### config.mk
export PLATFORM = sky130hd
export DESIGN_NAME = alu_cmd_sequencer
export DESIGN_NICKNAME = d
export VERILOG_FILES = /design/src/rtl/alu_cmd_sequencer.sv
export SDC_FILE = /design/constraint.sdc
export NUM_CORES = 1
export LEC_CHECK = 0
export ABC_AREA = 1
export CORE_ASPECT_RATIO = 0.5
export CORE_MARGIN = 2
export CORE_UTILIZATION = 35
export DETAILED_ROUTE_END_ITERATION = 12
export PLACE_DENSITY_LB_ADDON = 0.05
export SYNTH_ARGS = -nofsm -noshare
export SYNTH_HDL_FRONTEND = slang
export SYNTH_SLANG_ARGS = --single-unit
export TNS_END_PERCENT = 5
### constraint.sdc
create_clock -name clk -period 6.2 [get_ports clk]
set_clock_uncertainty 0.05 [all_clocks]
set_input_delay 1.24 -clock clk [delete_from_list [all_inputs] [get_ports clk]]
set_output_delay 1.24 -clock clk [all_outputs]
set_load 0.01 [all_outputs]
### src/rtl/alu_cmd_sequencer.sv
// alu_cmd_sequencer: buffers (op, a, b) commands in a small FIFO and issues
// them one at a time to the ALU. Completion is decided per opcode, either after
// a fixed latency or on alu_valid with a timeout guard. Results are returned on
// a valid/ready response port.
module alu_cmd_sequencer #(
  parameter int unsigned WIDTH     = 32,
  parameter int unsigned DEPTH     = 4,
  parameter int unsigned FIXED_LAT = 2,
  parameter int unsigned TIMEOUT   = 1024
) (
  input  logic             clk,
  input  logic             rst,
  input  logic             cmd_valid,
  output logic             cmd_ready,
  input  logic [4:0]       cmd_op,
  input  logic [WIDTH-1:0] cmd_a,
  input  logic [WIDTH-1:0] cmd_b,
  output logic             alu_start,
  output logic [4:0]       alu_op,
  output logic [WIDTH-1:0] alu_a,
  output logic [WIDTH-1:0] alu_b,
  input  logic             alu_valid,
  input  logic             alu_busy,
  input  logic             alu_error,
  input  logic [WIDTH-1:0] alu_result,
  output logic             rsp_valid,
  input  logic             rsp_ready,
  output logic [WIDTH-1:0] rsp_result,
  output logic [4:0]       rsp_op,
  output logic             rsp_error,
  output logic             rsp_timeout
);

  localparam int unsigned PTR_W   = $clog2(DEPTH);
  localparam int unsigned CNT_W   = PTR_W + 1;
  localparam int unsigned LAT_MAX = (TIMEOUT > FIXED_LAT) ? TIMEOUT : FIXED_LAT;
  localparam int unsigned WAIT_W  = $clog2(LAT_MAX + 1);

  localparam logic [4:0] OP_MUL = 5'b01000;
  localparam logic [4:0] OP_EXP = 5'b01001;
  localparam logic [4:0] OP_DIV = 5'b01010;
  localparam logic [4:0] OP_MOD = 5'b01011;
  localparam logic [4:0] OP_MAC = 5'b01110;

  typedef struct packed {
    logic [4:0]       op;
    logic [WIDTH-1:0] a;
    logic [WIDTH-1:0] b;
  } cmd_t;

  typedef enum logic [1:0] {
    ST_IDLE,
    ST_ISSUE,
    ST_WAIT,
    ST_RESP
  } state_t;

  cmd_t             r_mem [DEPTH];
  logic [PTR_W-1:0] r_wr_ptr;
  logic [PTR_W-1:0] r_rd_ptr;
  logic [CNT_W-1:0] r_count;

  state_t            r_state;
  logic [WAIT_W-1:0] r_wait_cnt;
  logic              r_alu_start;
  logic [4:0]        r_alu_op;
  logic [WIDTH-1:0]  r_alu_a;
  logic [WIDTH-1:0]  r_alu_b;
  logic              r_rsp_valid;
  logic [WIDTH-1:0]  r_rsp_result;
  logic [4:0]        r_rsp_op;
  logic              r_rsp_error;
  logic              r_rsp_timeout;

  logic w_push;
  logic w_pop;
  logic w_multi;
  logic w_mac_clr;
  cmd_t w_head;
  cmd_t w_in;
  logic w_unused;

  // alu_busy is informational only
  assign w_unused = alu_busy;

  assign cmd_ready = (r_count != CNT_W'(DEPTH));
  assign w_push    = cmd_valid && cmd_ready;
  assign w_pop     = (r_state == ST_IDLE) && (r_count != '0);
  assign w_head    = r_mem[r_rd_ptr];
  assign w_in      = '{op: cmd_op, a: cmd_a, b: cmd_b};

  // Completion class of the outstanding command (operands held in r_alu_*)
  assign w_mac_clr = (r_alu_op == OP_MAC) && (r_alu_a == '0) && (r_alu_b == '0);
  assign w_multi   = (r_alu_op == OP_MUL) || (r_alu_op == OP_EXP) ||
                     (r_alu_op == OP_DIV) || (r_alu_op == OP_MOD) ||
                     ((r_alu_op == OP_MAC) && !w_mac_clr);

  // FIFO storage; contents need no reset, the pointers define validity
  always_ff @(posedge clk) begin
    if (w_push) begin
      r_mem[r_wr_ptr] <= w_in;
    end
  end

  // FIFO pointers and occupancy
  always_ff @(posedge clk) begin
    if (rst) begin
      r_wr_ptr <= '0;
      r_rd_ptr <= '0;
      r_count  <= '0;
    end else begin
      if (w_push) begin
        r_wr_ptr <= r_wr_ptr + PTR_W'(1);
      end
      if (w_pop) begin
        r_rd_ptr <= r_rd_ptr + PTR_W'(1);
      end
      r_count <= r_count + CNT_W'(w_push) - CNT_W'(w_pop);
    end
  end

  // Issue/complete/respond sequencer with registered ALU and response outputs
  always_ff @(posedge clk) begin
    if (rst) begin
      r_state       <= ST_IDLE;
      r_wait_cnt    <= '0;
      r_alu_start   <= 1'b0;
      r_alu_op      <= '0;
      r_alu_a       <= '0;
      r_alu_b       <= '0;
      r_rsp_valid   <= 1'b0;
      r_rsp_result  <= '0;
      r_rsp_op      <= '0;
      r_rsp_error   <= 1'b0;
      r_rsp_timeout <= 1'b0;
    end else begin
      r_alu_start <= 1'b0;
      case (r_state)
        ST_IDLE: begin
          if (w_pop) begin
            r_alu_op    <= w_head.op;
            r_alu_a     <= w_head.a;
            r_alu_b     <= w_head.b;
            r_alu_start <= 1'b1;
            r_state     <= ST_ISSUE;
          end
        end
        ST_ISSUE: begin
          r_wait_cnt <= '0;
          r_state    <= ST_WAIT;
        end
        ST_WAIT: begin
          r_wait_cnt <= r_wait_cnt + WAIT_W'(1);
          if (w_multi) begin
            if (alu_valid) begin
              r_rsp_result  <= alu_result;
              r_rsp_error   <= alu_error;
              r_rsp_timeout <= 1'b0;
              r_rsp_op      <= r_alu_op;
              r_rsp_valid   <= 1'b1;
              r_state       <= ST_RESP;
            end else if (r_wait_cnt == WAIT_W'(TIMEOUT - 1)) begin
              r_rsp_result  <= '0;
              r_rsp_error   <= 1'b1;
              r_rsp_timeout <= 1'b1;
              r_rsp_op      <= r_alu_op;
              r_rsp_valid   <= 1'b1;
              r_state       <= ST_RESP;
            end
          end else if (r_wait_cnt == WAIT_W'(FIXED_LAT - 1)) begin
            r_rsp_result  <= w_mac_clr ? '0 : alu_result;
            r_rsp_error   <= 1'b0;
            r_rsp_timeout <= 1'b0;
            r_rsp_op      <= r_alu_op;
            r_rsp_valid   <= 1'b1;
            r_state       <= ST_RESP;
          end
        end
        ST_RESP: begin
          if (rsp_ready) begin
            r_rsp_valid <= 1'b0;
            r_state     <= ST_IDLE;
          end
        end
        default: begin
          r_state <= ST_IDLE;
        end
      endcase
    end
  end

  assign alu_start   = r_alu_start;
  assign alu_op      = r_alu_op;
  assign alu_a       = r_alu_a;
  assign alu_b       = r_alu_b;
  assign rsp_valid   = r_rsp_valid;
  assign rsp_result  = r_rsp_result;
  assign rsp_op      = r_rsp_op;
  assign rsp_error   = r_rsp_error;
  assign rsp_timeout = r_rsp_timeout;

endmodule

======== Yosys cells after proc, flatten, opt, wreduce, memory -nomap -nowiden ========
Memory sizes are Yosys's and may differ from the RTL's. A register that Yosys moved wholly into a read port is not among the register bits.
Cells that the tools add are included.
operators by class
  eq/ne operators ......................... 16
  add/sub/neg operators ................... 5
  reductions and logical operators ........ 22
  muxes and demuxes ....................... 31
  bitwise logic cells ..................... 1
operator list
  kind                   number
  $mux 32                5
  $logic_not 32->1       2
  $eq 5x4->1 const B     5
  $pmux 11 s2            1
  $mux 5                 4
  $mux 1                 13
  $mux 2                 6
  $add 11x1->11 const B  1
  $eq 11x1->1 const B    1
  $eq 11x10->1 const B   1
  $pmux 2 s4             1
  $reduce_and 4->1       2
  $ne 3x3->1 const B     2
  $reduce_bool 2->1      3
  $logic_and 1x1->1      5
  $add 2x1->2 const B    2
  $eq 2x2->1 const B     2
  $logic_or 1x1->1       4
  $ne 2x2->1 const B     2
  $ne 4x4->1 const B     1
  $add 3x1->3            1
  $ne 3x2->1 const B     1
  $reduce_and 3->1       1
  $reduce_bool 3->1      1
  other kinds (8)        8
word-level totals
  output and inout port bits .............. 111
  bits in registers ....................... 61
  word-level logic and storage cells ...... 87
  RAM bits ................................ 276
  bits of input ports ..................... 108
  memories kept ........................... 1
memories
  memory  words  bits a word  rd ports  clocked after memory_dff  write ports  line  source
  r_mem   4      69           1         1                         1            58    cmd_t r_mem [DEPTH];

======== Longest topological paths before layout ========
Gate-level depths: netlist of run 1.
  word-level depth ........................ 8
  mapped depth ............................ 14
  gate-level depth less buffers ........... 13

======== Worst setup path before layout of run 1 ========
OpenSTA, ideal clock, no wires.
  path kind ............................... input port to flip-flop
  from .................................... input cmd_valid
  to ...................................... memory r_mem[0][0] (netlist name) (enable)
  required time ........................... 5.653 ns
  data arrival time ....................... 4.298 ns
  setup time .............................. 0.497 ns
  slack ................................... 1.355 ns
  path buffers ............................ 0
  stages on the path ...................... 2
  path through ............................ nand2_1 > nor2_1
between the ends
  word-level cells in the longest chain between the ends .. 3
RTL lines
  item                          line  source
  start: declaration            13    input logic cmd_valid,
  $logic_and 1x1->1             87    assign w_push = cmd_valid && cmd_ready;
  $mux 1                        100   if (w_push) begin
  $mux 1 (implied by the code)  101   r_mem[r_wr_ptr] <= w_in;
  end: declaration              58
No other way between the ends.

======== Worst setup path in the final report of run 1 ========
  from .................................... register r_alu_a[5] (netlist: alu_a[5])
  to ...................................... register r_rsp_result[21] (netlist: rsp_result[21])
between the ends
  word-level cells in the longest chain between the ends .. 8
  elaborated cells between the ends (all ways) .. 12
  classes of those cells .................. eq/ne: 1; mux: 3; reduce/logical: 8
RTL lines
  item                                                                     line  source
  start: declaration                                                       67    logic [WIDTH-1:0] r_alu_a;
  start signal: assignment                                                 142   r_alu_a <= w_head.a;
  $logic_not 32->1 *                                                       93    assign w_mac_clr = (r_alu_op == OP_MAC) && (r_alu_a == '0) && (r_alu_b == '0);
  $logic_and 1x1->1 * (2 in series)                                        93
  $logic_not 1->1                                                          96    ((r_alu_op == OP_MAC) && !w_mac_clr);
  $logic_and 1x1->1                                                        96
  $logic_or 1x1->1                                                         95    (r_alu_op == OP_DIV) || (r_alu_op == OP_MOD) ||
  $ne 3x2->1 (no source line) / $reduce_bool 2->1 (equally long branches)  n/a
  $reduce_and 3->1 (no source line)                                        n/a
  end signal: assignment                                                   156   r_rsp_result <= alu_result;
  end signal: assignment                                                   171   r_rsp_result <= w_mac_clr ? '0 : alu_result;
  end: declaration                                                         70    logic [WIDTH-1:0] r_rsp_result;
Mark *: on every way between the ends. The rest lies on a longest branch, timed or not. The select of a mux whose other input is x is not followed.
A chain may end at the register's enable or synchronous reset.

==> results.cfg, run 1 <==
[synth]
netlist.area_leader.share_pct = 52.7
yosysWarnings = 0
synthCells = 1459
synth_cell_type_count = 32
yosys.area.top_type = edfxtp_1
synth_flop_cell = edfxtp_1
synth.net_count = 1579
syn_avg_cell_area_um2 = 10.8
synth_edf_count = 276
ys_ff_latch = 406
syn_area_um2 = 15700
ys_top_cells_by_area = edfxtp_1 (53%), dfxtp_1 (17%), nor2_1 (10%)
async_flop_share_pct = 0
seq_area_frac_synth_pct = 69.3

[die]
initial_utilization_pct = 35.8
dieArea_um2 = 46700
std_cell_rows = 54
floorplan.die.width_um = 304
core-area_um2 = 43900
dieHeight_um = 154
ios = 219

[routing]
drt_first_iter_violations = 596
avgRoutedWirePerCell_um = 17.9
route.final.wire_length_mm = 40.4
firstDrtPassIters = 5
via_per_inst = 4.91
routed-via-count = 11100
antenna_left = 0
drc_errors = 0

[clocking]
post_cts_buffers = 0
root_buffer = clkbuf_16
cts_sinks = 406
htree_levels = 2
cts_made_buffers = 40
cts_tree = done
insertion_delay_ps = 540
clk_pin_slew_ps = 60
cts-resized-gates = 0
clockBufferDepth = 3
cts_hold_buf = 0

[timing]
finalSetupViolations = 0
slew_violations = 0
clock.fmax_mhz = 274
worst_pin_slew_ps = 1030
min_period_over_period_pct = 58.8
hold_viol_final = 0
rsz0062_at_grt = no
relSlewSlack_pct = 31.4
setup_tns_ps = 0
post-route-min-period_ps = 3640

[final_layout]
final_common_cell = nor2_1
fin_nets = 1756
syn_to_final_growth_pct = 26.1
fillers = 4122
mostFrequentLayoutCells = nor2_1 (421), edfxtp_1 (276), clkdlybuf4s50_1 (217), o21ai_0 (214), dfxtp_1 (128)
drive_gt1_share_pct = 6.06
utilization_pct = 45.1

[power_and_ir_drop]
p_per_area_nw_per_um2 = 458
peakVddDrop_mv = 0.192
leakagePower_uw = 0.00686

[worst_setup_path]
slowest_delay_ps = 670
cp_slowest_cell = nand3_2
cp_cell_sequence = nor2_1, nand2_1, nor2_1, nand2_1, nor2_1, nand3_2, nand2_2, inv_2, nand3_2, and2_4, nor2_1, nor2_1
required_ps = 6620
crit_path_end_kind = register
start_kind = register
arrival_ps = 4060
criticalPathCategory = reg2reg
worst_path_most_repeated_cell = nor2_1
cp_max_fo = 39

[grt]
grt_start_max_net_pins = 92
grtUsageTotal_pct = 17.1
antenna_found_initial = 1
overflow = 0
grt_pass1_wl_mm = 62.7
grt_pass1_vias = 11000

[hold_path]
hp-class = reg2reg

[status]
status = complete, no violations

[placed_design]
globalplace.congestion = 0.739
hpwl_mm = 22.4
io_buffers = 217

[run]
drv_cap = 0
==> path summary, 6_finish.rpt <==
kind,slack (ps),endpoint,start,cells past startpoint
setup / recovery,2560,rsp_result[21]$_SDFFE_PP0P_,alu_a[5]$_SDFFE_PP0P_,12
hold / removal,420,rsp_result[15]$_SDFFE_PP0P_,rsp_result[15]$_SDFFE_PP0P_,2
setup reg to reg,2560,rsp_result[21]$_SDFFE_PP0P_,alu_a[5]$_SDFFE_PP0P_,12
hold reg to reg,420,rsp_result[15]$_SDFFE_PP0P_,rsp_result[15]$_SDFFE_PP0P_,2
==> synthesized netlist by cell type (3+ instances only) <==
master,instances
a211oi_1,3
a21oi_1,12
a31oi_1,70
buf_1,13
buf_2,5
buf_4,3
clkbuf_1,73
dfxtp_1,130
edfxtp_1,276
ha_1,11
inv_1,32
inv_2,4
nand2_1,81
nand3_1,44
nand3b_1,3
nor2_1,426
nor3_1,6
o211ai_1,32
o21ai_0,214
or2_2,3
==> where the power goes <==
part	leakage [µW]	switching (µW)	internal, µW
Combinational	0.00258	1620	1090
Sequential	0.00359	375	3410
Clock	0.000679	1040	1530
Total	0.00686	3030	6040
==> critical path, delay by kind of cell, from the launching register on <==
family                 cells  cell delay (ps)
buffers and inverters      1               70
and+or+nand+nor           11             3070
DFF                        1              350
==> cell type report <==
class                           instances  area (µm²)  area share [%]
Inverter                               36         141           0.713
Timing Repair Buffer                  231        2330            11.7
Multi-Input combinational cell        921        4330            21.9
Clock buffer                           50        1080            5.45
Sequential cell                       406       10900            55.0
Antenna cell                            1        2.50          0.0126
Tap cell                              588         736            3.71
Clock inverter                         23         304            1.53
==> flip-flops by register name, indices dropped and copies added, names as in the netlist <==
register / cells
r_mem: 276
r_wait_cnt: 11
rsp_valid: 1
r_rd_ptr: 2
rsp_timeout: 1
r_count: 3
alu_b: 32
alu_op: 5
rsp_error: 1
r_state: 2
alu_start: 1
rsp_op: 5
r_wr_ptr: 2
alu_a: 32
rsp_result: 32
==> routing by layer <==
layer | part of all wire (%) | up-vias | global-route usage (%)
li1 | - | 5462 | -
met1 | 45 | 5353 | 21.6
met2 | 49 | 211 | 30.3
met3 | 4.4 | 53 | 3.58
met4 | 1.3 | 0 | 3.62
met5 | 0 | - | 0
==> metrics by stage <==
step / total power [µW] / std cells / setup WS, ps / hold slack, ps / cell area (µm²)
CTS: 9220 / 2255 / 2420 / 426 / 19800
global route: 9690 / 2256 / 2100 / 450 / 19800
finish: 9070 / 2256 / 2560 / 420 / 19800
detailed placement: 6620 / 2182 / 2330 / 410 / 18400
global placement: 6580 / 2182 / 2380 / 401 / 18400
floorplan: 5340 / 1459 / 1360 / 394 / 15700
==> cell families after synthesis <==
| group | Yosys count | synth area share, % |
|---|---|---|
| DFF | 406 | 69.3 |
| and+or+nand+nor | 572 | 14.4 |
| adders and majority gates | 12 | 1.00 |
| xor gates and xnor gates | 2 | 0.112 |
| AOI/OAI and AO/OA | 335 | 11.8 |
| buffers and inverters | 132 | 3.36 |
Note: power is estimated with default switching activity, not from simulation.
==> inputs of run 2 (changes only) <==
==> constraint.sdc (replaced) <==
create_clock -name clk -period 3.6 [get_ports clk]
set_clock_uncertainty 0.05 [all_clocks]
set_input_delay 0.72 -clock clk [delete_from_list [all_inputs] [get_ports clk]]
set_output_delay 0.72 -clock clk [all_outputs]
set_load 0.01 [all_outputs]
==> run 2 against run 1 <==
Effect of this change:
- die area stayed put
- sequential share of layout area decreased by 0.66 points
- design area increased by 1.2%
- sequential power is 69% higher
- utilization increased by 0.55 points
- via count grew 0.54%
- clock-buffer cell count is 7 higher
- clock power rose by 70%
- critical path type unchanged
- largest cell class unchanged
- largest power group unchanged
==> results.cfg, run 2 (synthesis gave the netlist of run 1 again) <==
[worst_setup_path]
r2r_slack_ps = 820
worst_r2r_path_depth = 14
worst_path_most_repeated_cell = nor2_1
cp_slowest_cell = nor2_1
r2r-start = alu_a[19]$_SDFFE_PP0P_
r2r-end = rsp_result[8]$_SDFFE_PP0P_
startpoint = alu_a[19]$_SDFFE_PP0P_
crit_path_end_kind = register
required_ps = 3970
cp_max_fo = 38
start_kind = register
arrival_ps = 3150
slowest_delay_ps = 440
cp_cell_sequence = nor2_1, nand2_1, nor2_1, nand2_1, nor2_1, nand3_2, buf_4, nand2_2, inv_2, nand3_2, buf_4, nand3_1, nand2_1, nor2_1
criticalPathCategory = reg2reg

[routing]
drc_errors = 0
antenna_left = 0
route.final.wire_length_mm = 40.9
firstDrtPassIters = 7
avgRoutedWirePerCell_um = 18.0
via_per_inst = 4.90
routed-via-count = 11100
drt_first_iter_violations = 674

[placed_design]
globalplace.congestion = 0.780
hpwl_mm = 23.5
dp.cells = 2200
io_buffers = 217

[hold_path]
hold_start = rsp_op[2]$_SDFFE_PP0P_
min_to = rsp_op[2]$_SDFFE_PP0P_
hp-class = reg2reg
hold_depth = 2

[clocking]
root_buffer = clkbuf_16
htree_levels = 2
clockBufferDepth = 3
cts-resized-gates = 0
cts_sinks = 406
cts_tree = done
cts_made_buffers = 40
post_cts_buffers = 0
cts_hold_buf = 0
clk_pin_slew_ps = 60
insertion_delay_ps = 540

[timing]
clock.fmax_mhz = 360
relSlewSlack_pct = 30.7
post-route-min-period_ps = 2780
rsz0062_at_grt = no
worst_pin_slew_ps = 1040
finalSetupViolations = 0
min_period_over_period_pct = 77.2
hold_viol_final = 0
slew_violations = 0

[grt]
overflow = 0
grt_start_max_net_pins = 140
grt_pass1_vias = 10700
grtUsageTotal_pct = 17.1
antenna_found_initial = 1
grt_pass1_wl_mm = 62.5

[die]
initial_utilization_pct = 35.8
floorplan.die.width_um = 304
dieHeight_um = 154
core-area_um2 = 43900
std_cell_rows = 54
dieArea_um2 = 46700
ios = 219

[power_and_ir_drop]
peakVddDrop_mv = 0.486
switchingPower_uw = 5260
p_int_uw = 10500
seqPwrFrac_pct = 40.8
leakagePower_uw = 0.00697
power_uw = 15700
p_clk_share_pct = 27.8
p_per_area_nw_per_um2 = 783
p_sw_share_pct = 33.4
combPwrFrac_pct = 31.4

[final_layout]
fin_cells = 2274
syn_to_final_growth_pct = 27.7
regMostFlops = r_mem
fin_nets = 1774
drive_gt1_share_pct = 6.95
final_common_cell = nor2_1
largest_reg_flops = 276
mostFrequentLayoutCells = nor2_1 (421), edfxtp_1 (276), clkdlybuf4s50_1 (217), o21ai_0 (214), dfxtp_1 (128)

[run]
drv_cap = 0

[status]
status = complete, no violations
-- run 2: cell types whose count changed in the layout (fill, tap and decap cells not counted), moves of 3 or more --
cell | before | now
clkinv_2 | 10 | 7
clkbuf_8 | 2 | 7
buf_12 | 4 | 14
buf_4 | 10 | 18
-- run 2: layout make-up --
cell class                      instances  area (µm²)
Fill cell                            4055       23900
Timing Repair Buffer                  249        2590
Antenna cell                            2        5.00
Multi-Input combinational cell        921        4330
Inverter                               36         141
Sequential cell                       406       10900
Clock buffer                           57        1160
Clock inverter                         15         208
Tap cell                              588         736
-- run 2: metal layers --
layer / part of all wire (%) / vias up / routed length (µm) / track usage (%)
met4: 1.2 / 0 / 491 / 3.25
met3: 4.3 / 49 / 1740 / 3.24
met5: 0 / - / 0 / 0
met2: 49 / 214 / 20200 / 29.9
li1: - / 5484 / - / -
met1: 45 / 5392 / 18500 / 22.4
-- run 2: worst max-delay path by stage --
stage          cells after the start  slack [ps]                         end
2_1_floorplan                      2        -720       r_mem[0][0]$_DFFE_PP_
3_3_place_gp                      10         710       r_count[2]$_SDFF_PP0_
3_5_place_dp                      10         710       r_count[2]$_SDFF_PP0_
4_1_cts                           12         820      rsp_error$_SDFFE_PP0P_
5_1_grt                           14         590      rsp_op[1]$_SDFFE_PP0P_
6_report                          14         820  rsp_result[8]$_SDFFE_PP0P_
-- run 2: critical path, delay by kind of cell, from the launching register on --
kind,cells,cell delay [ps]
AND/OR/NAND/NOR,11,1540
buffers and inverters,3,720
flip-flops,1,350
-- run 2: power groups by stage --
stage,Combinational [µW],Sequential (µW),Clock (µW)
detailed placement,5030,6520,0
global placement,4970,6490,0
global route,5560,6510,4660
CTS,5050,6420,4490
finish,4940,6410,4370
floorplan,2600,6600,0
-- run 2: metrics by stage --
| step | hold WS [ps] | setup WS [ps] | utilization, % | area (µm²) | TNS [ps] |
|---|---|---|---|---|---|
| after detailed placement | 406 | 713 | 42.6 | 18700 | 0 |
| after CTS | 421 | 817 | 45.7 | 20100 | 0 |
| after global placement | 399 | 713 | 42.6 | 18700 | 0 |
| after global routing | 438 | 587 | 45.7 | 20100 | 0 |
| after floorplan | 394 | -725 | - | 15700 | -199980 |
| final | 415 | 820 | 45.7 | 20100 | 0 |
